### src/rtl/rle_pkg.sv
// Shared types and default geometry for the run-length row decoder.
package rle_pkg;

  localparam int unsigned ROW_SIZE_DEF = 16;
  localparam int unsigned CODE_W_DEF   = 5;
  localparam int unsigned NUM_ROWS_DEF = 16;

  localparam int unsigned VAL_BIT = CODE_W_DEF - 1;
  localparam int unsigned CNT_W   = CODE_W_DEF - 1;
  localparam int unsigned FILL_W  = $clog2(ROW_SIZE_DEF + 1);

  typedef enum logic [2:0] {
    IDLE,
    FETCH,
    FILL,
    HOLD,
    DONE
  } state_t;

endpackage

### src/rtl/run_mask_gen.sv
// Combinational mask with ones over the row segment [fill, fill+k-1].
module run_mask_gen #(
  parameter int unsigned ROW_SIZE = 16,
  parameter int unsigned FILL_W   = 5
) (
  input  logic [FILL_W-1:0]   i_fill,
  input  logic [FILL_W-1:0]   i_k,
  output logic [ROW_SIZE-1:0] o_mask_c
);

  logic [FILL_W:0] w_end;

  assign w_end = (FILL_W+1)'(i_fill) + (FILL_W+1)'(i_k);

  always_comb begin
    o_mask_c = '0;
    for (int i = 0; i < ROW_SIZE; i++) begin
      o_mask_c[i] = ((FILL_W+1)'(i) >= (FILL_W+1)'(i_fill)) && ((FILL_W+1)'(i) < w_end);
    end
  end

endmodule

### src/rtl/rle_row_decoder.sv
// Run-length decoder rebuilding binary image rows for the downstream DMA.
module rle_row_decoder
  import rle_pkg::*;
#(
  parameter int unsigned ROW_SIZE = ROW_SIZE_DEF,
  parameter int unsigned CODE_W   = CODE_W_DEF,
  parameter int unsigned NUM_ROWS = NUM_ROWS_DEF
) (
  input  logic                              clk,
  input  logic                              rst,
  input  logic                              load,
  input  logic                              in_valid,
  input  logic [CODE_W-1:0]                 in_data,
  output logic                              in_ready,
  output logic                              row_valid,
  output logic [ROW_SIZE-1:0]               decompressed_row,
  input  logic                              row_ack,
  output logic [$clog2(NUM_ROWS+1)-1:0]     row_count,
  output logic                              frame_done
);

  localparam int unsigned RUN_W = CODE_W - 1;
  localparam int unsigned FW    = $clog2(ROW_SIZE + 1);
  localparam int unsigned CMP_W = (RUN_W > FW) ? RUN_W : FW;
  localparam int unsigned RC_W  = $clog2(NUM_ROWS + 1);

  state_t              r_state;
  state_t              w_next;
  logic                r_run_val;
  logic [RUN_W-1:0]    r_run_left;
  logic [FW-1:0]       r_fill;
  logic [ROW_SIZE-1:0] r_row;
  logic [RC_W-1:0]     r_row_count;
  logic                r_in_ready;
  logic                r_row_valid;
  logic                r_frame_done;

  logic                w_xfer;
  logic [CMP_W-1:0]    w_room;
  logic [CMP_W-1:0]    w_run_ext;
  logic [CMP_W-1:0]    w_k_full;
  logic [FW-1:0]       w_k;
  logic [FW-1:0]       w_fill_nxt;
  logic [RUN_W-1:0]    w_run_nxt;
  logic [ROW_SIZE-1:0] w_mask;

  assign in_ready         = r_in_ready;
  assign row_valid        = r_row_valid;
  assign decompressed_row = r_row;
  assign row_count        = r_row_count;
  assign frame_done       = r_frame_done;

  assign w_xfer = in_valid & r_in_ready;

  // Segment length: the rest of the run, clipped to the space left in the row.
  always_comb begin
    w_room     = CMP_W'(ROW_SIZE) - CMP_W'(r_fill);
    w_run_ext  = CMP_W'(r_run_left);
    w_k_full   = (w_run_ext < w_room) ? w_run_ext : w_room;
    w_k        = FW'(w_k_full);
    w_fill_nxt = r_fill + w_k;
    w_run_nxt  = RUN_W'(w_run_ext - w_k_full);
  end

  run_mask_gen #(
    .ROW_SIZE (ROW_SIZE),
    .FILL_W   (FW)
  ) u_mask (
    .i_fill   (r_fill),
    .i_k      (w_k),
    .o_mask_c (w_mask)
  );

  always_comb begin
    w_next = r_state;
    case (r_state)
      FETCH: begin
        if (w_xfer && (in_data[RUN_W-1:0] != '0)) w_next = FILL;
      end
      FILL: begin
        if (w_fill_nxt == FW'(ROW_SIZE)) w_next = HOLD;
        else if (w_run_nxt == '0)        w_next = FETCH;
      end
      HOLD: begin
        if (row_ack) begin
          if (r_row_count + RC_W'(1) == RC_W'(NUM_ROWS)) w_next = DONE;
          else if (r_run_left != '0)                    w_next = FILL;
          else                                          w_next = FETCH;
        end
      end
      default: w_next = r_state;
    endcase
    if (load) w_next = FETCH;
  end

  always_ff @(posedge clk) begin
    if (rst) r_state <= IDLE;
    else     r_state <= w_next;
  end

  // Datapath and registered status flags; load restarts the frame from FETCH.
  always_ff @(posedge clk) begin
    if (rst || load) begin
      r_run_val    <= 1'b0;
      r_run_left   <= '0;
      r_fill       <= '0;
      r_row        <= '0;
      r_row_count  <= '0;
      r_in_ready   <= !rst;
      r_row_valid  <= 1'b0;
      r_frame_done <= 1'b0;
    end else begin
      r_in_ready   <= (w_next == FETCH);
      r_row_valid  <= (w_next == HOLD);
      r_frame_done <= (w_next == DONE);
      case (r_state)
        FETCH: begin
          if (w_xfer) begin
            r_run_val  <= in_data[CODE_W-1];
            r_run_left <= in_data[RUN_W-1:0];
          end
        end
        FILL: begin
          r_row      <= (r_row & ~w_mask) | (r_run_val ? w_mask : '0);
          r_fill     <= w_fill_nxt;
          r_run_left <= w_run_nxt;
        end
        HOLD: begin
          if (row_ack) begin
            r_row       <= '0;
            r_fill      <= '0;
            r_row_count <= r_row_count + RC_W'(1);
            if (w_next == DONE) r_run_left <= '0;
          end
        end
        default: begin
        end
      endcase
    end
  end

endmodule
### config.mk
export PLATFORM = sky130hd
export DESIGN_NAME = rle_row_decoder
export DESIGN_NICKNAME = d
export VERILOG_FILES = /design/src/rtl/rle_pkg.sv /design/src/rtl/run_mask_gen.sv /design/src/rtl/rle_row_decoder.sv
export SDC_FILE = /design/constraint.sdc
export NUM_CORES = 1
export LEC_CHECK = 0
export ABC_AREA = 1
export CELL_PAD_IN_SITES_DETAIL_PLACEMENT = 1
export CELL_PAD_IN_SITES_GLOBAL_PLACEMENT = 2
export CORE_UTILIZATION = 28
export CTS_CLUSTER_SIZE = 10
export DETAILED_ROUTE_END_ITERATION = 16
export PLACE_DENSITY_LB_ADDON = 0.1
export SYNTH_ARGS = -nofsm -noshare
export SYNTH_HDL_FRONTEND = slang
export SYNTH_SLANG_ARGS = --single-unit
export TNS_END_PERCENT = 50
### constraint.sdc
create_clock -name clk -period 3.6 [get_ports clk]
set_input_delay 0.72 -clock clk [delete_from_list [all_inputs] [get_ports clk]]
set_output_delay 0.72 -clock clk [all_outputs]
set_load 0.02 [all_outputs]
==> impl_metrics.py, run 1 <==
metrics = {
    "placed_design": {
        "hpwl_mm": 7.06,
        "placed_cells": 606,
        "gp_congestion": 0.812,
        "placed_cell_area_um2": 3530,
        "portBuffers": 33,
    },
    "clocking": {
        "cts-root-buf": "clkbuf_8",
        "clk_latency_ps": 310,
        "cts-buffers-inserted": 5,
        "cts_sinks": 37,
        "clockBufferDepth": 2,
        "path_clk_slew_ps": 90,
        "h-tree-depth": 2,
        "cts_tree": "built",
    },
    "finish": {
        "finalNonFillerCells": 650,
        "final_util_pct": 47.5,
        "design_area_um2": 4430,
        "area_delta_synth_final_pct": 62.6,
        "diodes": 0,
        "nNetsFinal": 548,
        "layout-drive-gt1-share_pct": 38.4,
    },
    "grt": {
        "grt_usage_pct": 21.3,
        "grt-ovfl-total": 0,
        "grt_pass1_vias": 3262,
        "antenna_found_initial": 0,
        "grt_pass1_wl_mm": 16.4,
        "grt_max_degree": 23,
    },
    "synthesis": {
        "synthesis.yosys.warnings": 0,
        "yosys.area.top_type": "dfxtp_1",
        "syn_area_um2": 2730,
        "synth_edf_count": 0,
        "ys_async_sr_fraction_pct": 0,
        "synth.top_cells.by_area": "dfxtp_1 (27%), nand2_1 (13%), ha_1 (7.3%)",
        "synth.distinct_cells": 41,
        "synth_top_area_share_pct": 27.2,
        "ys_seq_elements": 37,
        "yosys-top-cells-count": "nand2_1 (91), nor2_1 (42), inv_1 (39), a21oi_1 (38), dfxtp_1 (37)",
        "ys_seq_area_share_pct": 27.2,
        "avgSynthCellArea_um2": 6.68,
        "yosys.cell_count.top_type": "nand2_1",
        "syn_inst": 408,
        "synth_flop_cell": "dfxtp_1",
        "syn_nets": 436,
    },
    "job": {
        "cap_violations": 0,
    },
    "setup_path": {
        "max_stage_delay_ps": 510,
        "cpMostUsedCell": "nand2_4",
        "slowest_stage": "fa_2",
        "arrival_ps": 3840,
        "start_kind": "register",
        "r2r_slack_ps": 10,
        "critPathCaptureType": "register",
        "r2r_cells": 25,
        "worstReg2RegEnd": "in_ready$_DFF_P_",
        "r2r_start": "r_fill[1]$_SDFFE_PP0P_",
        "cp_num_buf_inv": 5,
        "crit_type": "reg -> reg",
        "cp.required_ps": 3850,
        "crit_family": "simple AND/OR/NAND/NOR gates",
        "cp_max_fo": 6,
    },
    "pwr": {
        "powerDensity_nw_per_um2": 234,
        "p_total_mw": 1.04,
        "ir_drop_mv": 0.147,
        "leakage_nw": 1.77,
    },
    "worst_hold_path": {
        "whs_endpoint": "decompressed_row[0]$_SDFFE_PP0P_",
        "whs_path_depth": 2,
        "hp-start": "decompressed_row[0]$_SDFFE_PP0P_",
        "min_path_type": "reg -> reg",
    },
    "timing": {
        "setup_tns_ps": 0,
        "period_share_pct": 99.6,
        "rsz0062_at_grt": "true",
        "worst_pin_slew_ps": 556,
        "clock_skew_ps": 11.2,
        "setup_viol": 0,
        "hold_viol_final": 0,
        "slew_violations": 0,
        "slew_headroom_pct": 62.6,
        "fmax_mhz": 279,
        "finalCriticalPeriod_ps": 3590,
    },
    "floorplanning": {
        "rows": 35,
        "dieArea_um2": 10100,
        "die_y_um": 101,
        "ios": 34,
        "core_area_um2": 9330,
        "fp.dieW_um": 101,
        "start_util_pct": 29.2,
    },
    "route": {
        "drtIter0Drc": 55,
        "ant_nets": 0,
        "num_vias": 3148,
        "via_per_inst": 4.84,
        "routedWlPerCell_um": 16.1,
        "wl_mm": 10.5,
        "post-route-drc-count": 0,
        "dr.pass1.iters": 4,
    },
    "status": {
        "status": "finished clean",
    },
}
==> power by group <==
| part | switching, mW | internal, mW |
|---|---|---|
| Combinational | 0.157 | 0.132 |
| Sequential | 0.00616 | 0.416 |
| Clock | 0.189 | 0.138 |
==> how the worst max path moves through the flow <==
| stage | startpoint | end | slack (ps) | depth (start not counted) |
|---|---|---|---|---|
| after floorplan | r_fill[1]$_SDFFE_PP0P_ | r_run_left[1]$_SDFFE_PP0P_ | 10 | 26 |
| after global placement | r_fill[0]$_SDFFE_PP0P_ | r_run_left[1]$_SDFFE_PP0P_ | -240 | 28 |
| after detailed placement | r_fill[0]$_SDFFE_PP0P_ | r_run_left[2]$_SDFFE_PP0P_ | -280 | 28 |
| after CTS | r_fill[1]$_SDFFE_PP0P_ | r_run_left[2]$_SDFFE_PP0P_ | -30 | 29 |
| after global routing | r_fill[1]$_SDFFE_PP0P_ | in_ready$_DFF_P_ | -220 | 25 |
| final | r_fill[1]$_SDFFE_PP0P_ | in_ready$_DFF_P_ | 10 | 25 |
==> through the flow <==
stage / worst slack [ps] / hold slack [ps]
finish: 12.9 / 479
global placement: -244 / 467
global route: -217 / 506
floorplan: 9.86 / 475
CTS: -34.3 / 486
detailed placement: -277 / 473
==> layout make-up <==
class / count / area [um^2]
fillers: 1144 / 4890
multi-input cells: 310 / 2240
repair buffers: 116 / 991
flip-flops and latches: 37 / 744
inverters: 50 / 208
well taps: 129 / 161
clock buffers: 5 / 68.8
clock inverters: 3 / 21.3
==> kinds of logic (layout without fill, tap and decap cells) <==
| kind of cell | after synthesis | after routing | synth area share, % |
|---|---|---|---|
| buffers and inverters | 61 | 174 | 8.95 |
| adder cells (fa/ha/maj) | 18 | 18 | 8.81 |
| XOR/XNOR | 7 | 7 | 2.80 |
| flip-flops | 37 | 37 | 27.2 |
| AO/OA/AOI/OAI | 89 | 89 | 19.0 |
| AND/OR/NAND/NOR | 196 | 196 | 33.3 |
==> metal layers <==
metal	part of all wire, %	up-vias	GRT usage [%]
met5	0	-	0
met4	3.2	0	9.81
met3	2.4	20	3.47
met2	52	52	39.2
met1	42	1502	23.8
li1	-	1574	-
==> repair_timing <==
action | in CTS | in global routing
endpoints found under the setup margin | 24 | 25
hold buffers | 0 | 0
hold endpoints to repair | 0 | 0
gates resized for setup | 50 | 75
buffers inserted | 29 | 13
pin swaps | 27 | 40
==> state kept, by name, indices dropped and copies added (netlist names) <==
| name | flops |
|---|---|
| decompressed_row | 16 |
| frame_done | 1 |
| in_ready | 1 |
| r_fill | 5 |
| r_run_left | 4 |
| r_run_val | 1 |
| r_state | 3 |
| row_count | 5 |
| row_valid | 1 |
==> cells in the final DEF (no fill, tap or decap), types with 3 or more instances in the layout <==
cell / instances
nand3_1: 24
ha_1: 6
inv_4: 5
inv_2: 9
nor2_2: 3
o21ai_0: 15
buf_4: 73
nand2_4: 9
clkdlybuf4s50_1: 33
a21oi_2: 7
a21oi_1: 31
o21ai_2: 5
clkbuf_8: 5
nand2_1: 73
nand4_1: 5
o21bai_1: 4
buf_6: 10
a22oi_1: 3
o21ai_1: 8
dfxtp_2: 3
nor2_1: 36
ha_4: 10
nand3_2: 14
nor2_4: 8
dfxtp_1: 34
nand2_2: 13
inv_1: 35
==> worst reg2reg max path: cells and delay by family, from the launching register on <==
kind                       cells  cell delay, ps
DFF                            1             350
adders and majority gates      2             730
and+or+nand+nor               16            1730
buffers and inverters          5             440
AOI/OAI and AO/OA              2             300
Power figures use the tool's default switching activity.
==> run 2, diff against run 1 <==
--- a/config.mk
+++ b/config.mk
@@ -9,9 +9,11 @@
 export CELL_PAD_IN_SITES_DETAIL_PLACEMENT = 1
 export CELL_PAD_IN_SITES_GLOBAL_PLACEMENT = 2
 export CORE_UTILIZATION = 28
+export CTS_CLUSTER_DIAMETER = 120
 export CTS_CLUSTER_SIZE = 10
 export DETAILED_ROUTE_END_ITERATION = 16
 export PLACE_DENSITY_LB_ADDON = 0.1
+export SKIP_CTS_REPAIR_TIMING = 1
 export SYNTH_ARGS = -nofsm -noshare
 export SYNTH_HDL_FRONTEND = slang
 export SYNTH_SLANG_ARGS = --single-unit
==> run 2 against run 1 <==
Sequential power hardly changed. Core utilization down 3.3 points. Die area stayed put. Critical endpoint is now decompressed_row[6]$_SDFFE_PP0P_. First-iteration DRC count increased by 5.5%. The flow now finishes with violations (negative setup slack). Register-to-register slack worse by 20 ps. Worst hold slack hardly changed. Via count fell by 4.3%.
==> impl_metrics.py, run 2 (synthesis results as in run 1) <==
metrics = {
    "status": {
        "status": "complete, but fails checks",
        "failed_checks": "negative setup slack",
    },
    "setup_path": {
        "r2r_slack_ps": -10,
        "r2r_start": "r_fill[0]$_SDFFE_PP0P_",
        "start_kind": "register",
        "max_stage_delay_ps": 380,
        "slowest_stage": "fa_2",
        "crit_type": "reg -> reg",
        "cp_max_fo": 6,
        "cpMostUsedCell": "nand2_2",
        "worstReg2RegEnd": "decompressed_row[6]$_SDFFE_PP0P_",
        "cp.required_ps": 3780,
        "arrival_ps": 3790,
        "critPathCaptureType": "register",
        "r2r_cells": 26,
    },
    "finish": {
        "diodes": 0,
        "design_area_um2": 4130,
        "layout-drive-gt1-share_pct": 34.0,
        "final_common_cell": "nand2_1",
        "finalNonFillerCells": 629,
        "area_delta_synth_final_pct": 51.5,
        "nFillCells": 1169,
        "layout_common_cells": "nand2_1 (73), buf_4 (57), nor2_1 (38)",
        "largest_reg_flops": 16,
        "nNetsFinal": 527,
    },
    "pwr": {
        "leakage_nw": 1.66,
        "ir_drop_mv": 0.144,
        "p_total_mw": 1.01,
        "seqPwrFrac_pct": 41.7,
        "power.internal_mw": 0.675,
        "p_clk_share_pct": 31.7,
        "pwr-share-comb_pct": 26.6,
        "swShare_pct": 33.2,
        "powerDensity_nw_per_um2": 245,
        "p_sw_mw": 0.336,
    },
    "route": {
        "drtIter0Drc": 58,
        "wl_mm": 9.54,
        "via_per_inst": 4.79,
        "num_vias": 3012,
        "routedWlPerCell_um": 15.2,
        "ant_nets": 0,
        "post-route-drc-count": 0,
        "dr.pass1.iters": 4,
    },
    "grt": {
        "grt-ovfl-total": 0,
        "antenna_found_initial": 0,
        "grt_pass1_vias": 3007,
        "grt_usage_pct": 19.0,
        "grt_max_degree": 23,
        "grt_pass1_wl_mm": 14.8,
    },
    "timing": {
        "hold_viol_final": 0,
        "fmax_mhz": 277,
        "slew_headroom_pct": 62.8,
        "rsz0062_at_grt": "true",
        "slew_violations": 0,
        "setup_tns_ps": -16.6,
        "setup_viol": 2,
        "worst_slack_ps": -11.9,
        "clock_skew_ps": 10.5,
        "period_share_pct": 100,
        "worst_pin_slew_ps": 554,
        "finalCriticalPeriod_ps": 3610,
    },
    "placed_design": {
        "placed_cell_area_um2": 3530,
        "hpwl_mm": 7.06,
        "portBuffers": 33,
        "gp_congestion": 0.812,
        "preCtsSetupSlack_ps": -277,
        "placed_cells": 606,
    },
    "clocking": {
        "cts_sinks": 37,
        "path_clk_slew_ps": 90,
        "clk_latency_ps": 300,
        "h-tree-depth": 2,
        "cts-buffers-inserted": 5,
        "cts-root-buf": "clkbuf_8",
        "clockBufferDepth": 2,
        "cts_tree": "built",
    },
    "floorplanning": {
        "fp.dieW_um": 101,
        "ios": 34,
        "dieArea_um2": 10100,
        "start_util_pct": 29.2,
        "die_y_um": 101,
        "rows": 35,
        "core_area_um2": 9330,
    },
    "worst_hold_path": {
        "whs_path_depth": 2,
        "whs_endpoint": "decompressed_row[0]$_SDFFE_PP0P_",
        "min_path_type": "reg -> reg",
        "hp-start": "decompressed_row[0]$_SDFFE_PP0P_",
    },
    "job": {
        "cap_violations": 0,
    },
}
-- run 2: changes by cell type in the layout (fill, tap and decap cells not counted), sizes merged --
| cell | delta |
|---|---|
| buf | -21 |
-- run 2: power groups by stage --
stage	Clock [mW]	Sequential, mW	Combinational (mW)
after detailed placement	0	0.431	0.211
after floorplan	0	0.433	0.122
after global routing	0.353	0.423	0.297
final	0.321	0.422	0.269
after CTS	0.337	0.421	0.212
after global placement	0	0.431	0.207
-- run 2: metrics by stage --
step / util, % / hold slack, ps
after floorplan: - / 475
final: 44.3 / 479
after detailed placement: 37.8 / 473
after CTS: 38.8 / 486
after global routing: 44.3 / 507
after global placement: 37.8 / 467
-- run 2: worst max-delay path: cells and delay by family, from the launching register on --
| family | cells | cell delay (ps) |
|---|---|---|
| buffers and inverters | 3 | 370 |
| AOI/OAI and AO/OA | 5 | 340 |
| and+or+nand+nor | 13 | 1240 |
| xor gates and xnor gates | 1 | 220 |
| adders and majority gates | 4 | 980 |
| DFF | 1 | 330 |
-- run 2: final cells by class --
class | count | area (um^2) | area share [%]
Clock buffer | 5 | 68.8 | 1.67
Clock inverter | 3 | 21.3 | 0.515
Inverter | 50 | 198 | 4.79
Multi-Input combinational cell | 310 | 2120 | 51.4
Sequential cell | 37 | 744 | 18.0
Tap cell | 129 | 161 | 3.91
Timing Repair Buffer | 95 | 815 | 19.7
-- run 2: how the worst max path moves through the flow --
stage,start,cells after the start,endpoint,slack [ps]
floorplan,r_fill[1]$_SDFFE_PP0P_,26,r_run_left[1]$_SDFFE_PP0P_,10
global placement,r_fill[0]$_SDFFE_PP0P_,28,r_run_left[1]$_SDFFE_PP0P_,-240
detailed placement,r_fill[0]$_SDFFE_PP0P_,28,r_run_left[2]$_SDFFE_PP0P_,-280
CTS,r_fill[0]$_SDFFE_PP0P_,28,r_run_left[2]$_SDFFE_PP0P_,-300
global route,r_fill[0]$_SDFFE_PP0P_,26,r_run_left[2]$_SDFFE_PP0P_,-220
finish,r_fill[0]$_SDFFE_PP0P_,26,decompressed_row[6]$_SDFFE_PP0P_,-10
-- run 2: per-layer routing --
metal / wire length, um / up-vias / global-route usage [%] / part of all wire (%)
met1: 4150 / 1429 / 22.3 / 43
li1: - / 1531 / - / -
met3: 205 / 10 / 3.05 / 2.1
met5: 0 / - / 0 / 0
met2: 5010 / 42 / 35.2 / 52
met4: 178 / 0 / 5.91 / 1.9
==> run 3, diff against run 2 <==
--- a/config.mk
+++ b/config.mk
@@ -10,7 +10,7 @@
 export CELL_PAD_IN_SITES_GLOBAL_PLACEMENT = 2
 export CORE_UTILIZATION = 28
 export CTS_CLUSTER_DIAMETER = 120
-export CTS_CLUSTER_SIZE = 10
+export CTS_CLUSTER_SIZE = 12
 export DETAILED_ROUTE_END_ITERATION = 16
 export PLACE_DENSITY_LB_ADDON = 0.1
 export SKIP_CTS_REPAIR_TIMING = 1
==> results of run 3 <==
Same layout as run 2: the final DEF is identical, and so are final timing and power.
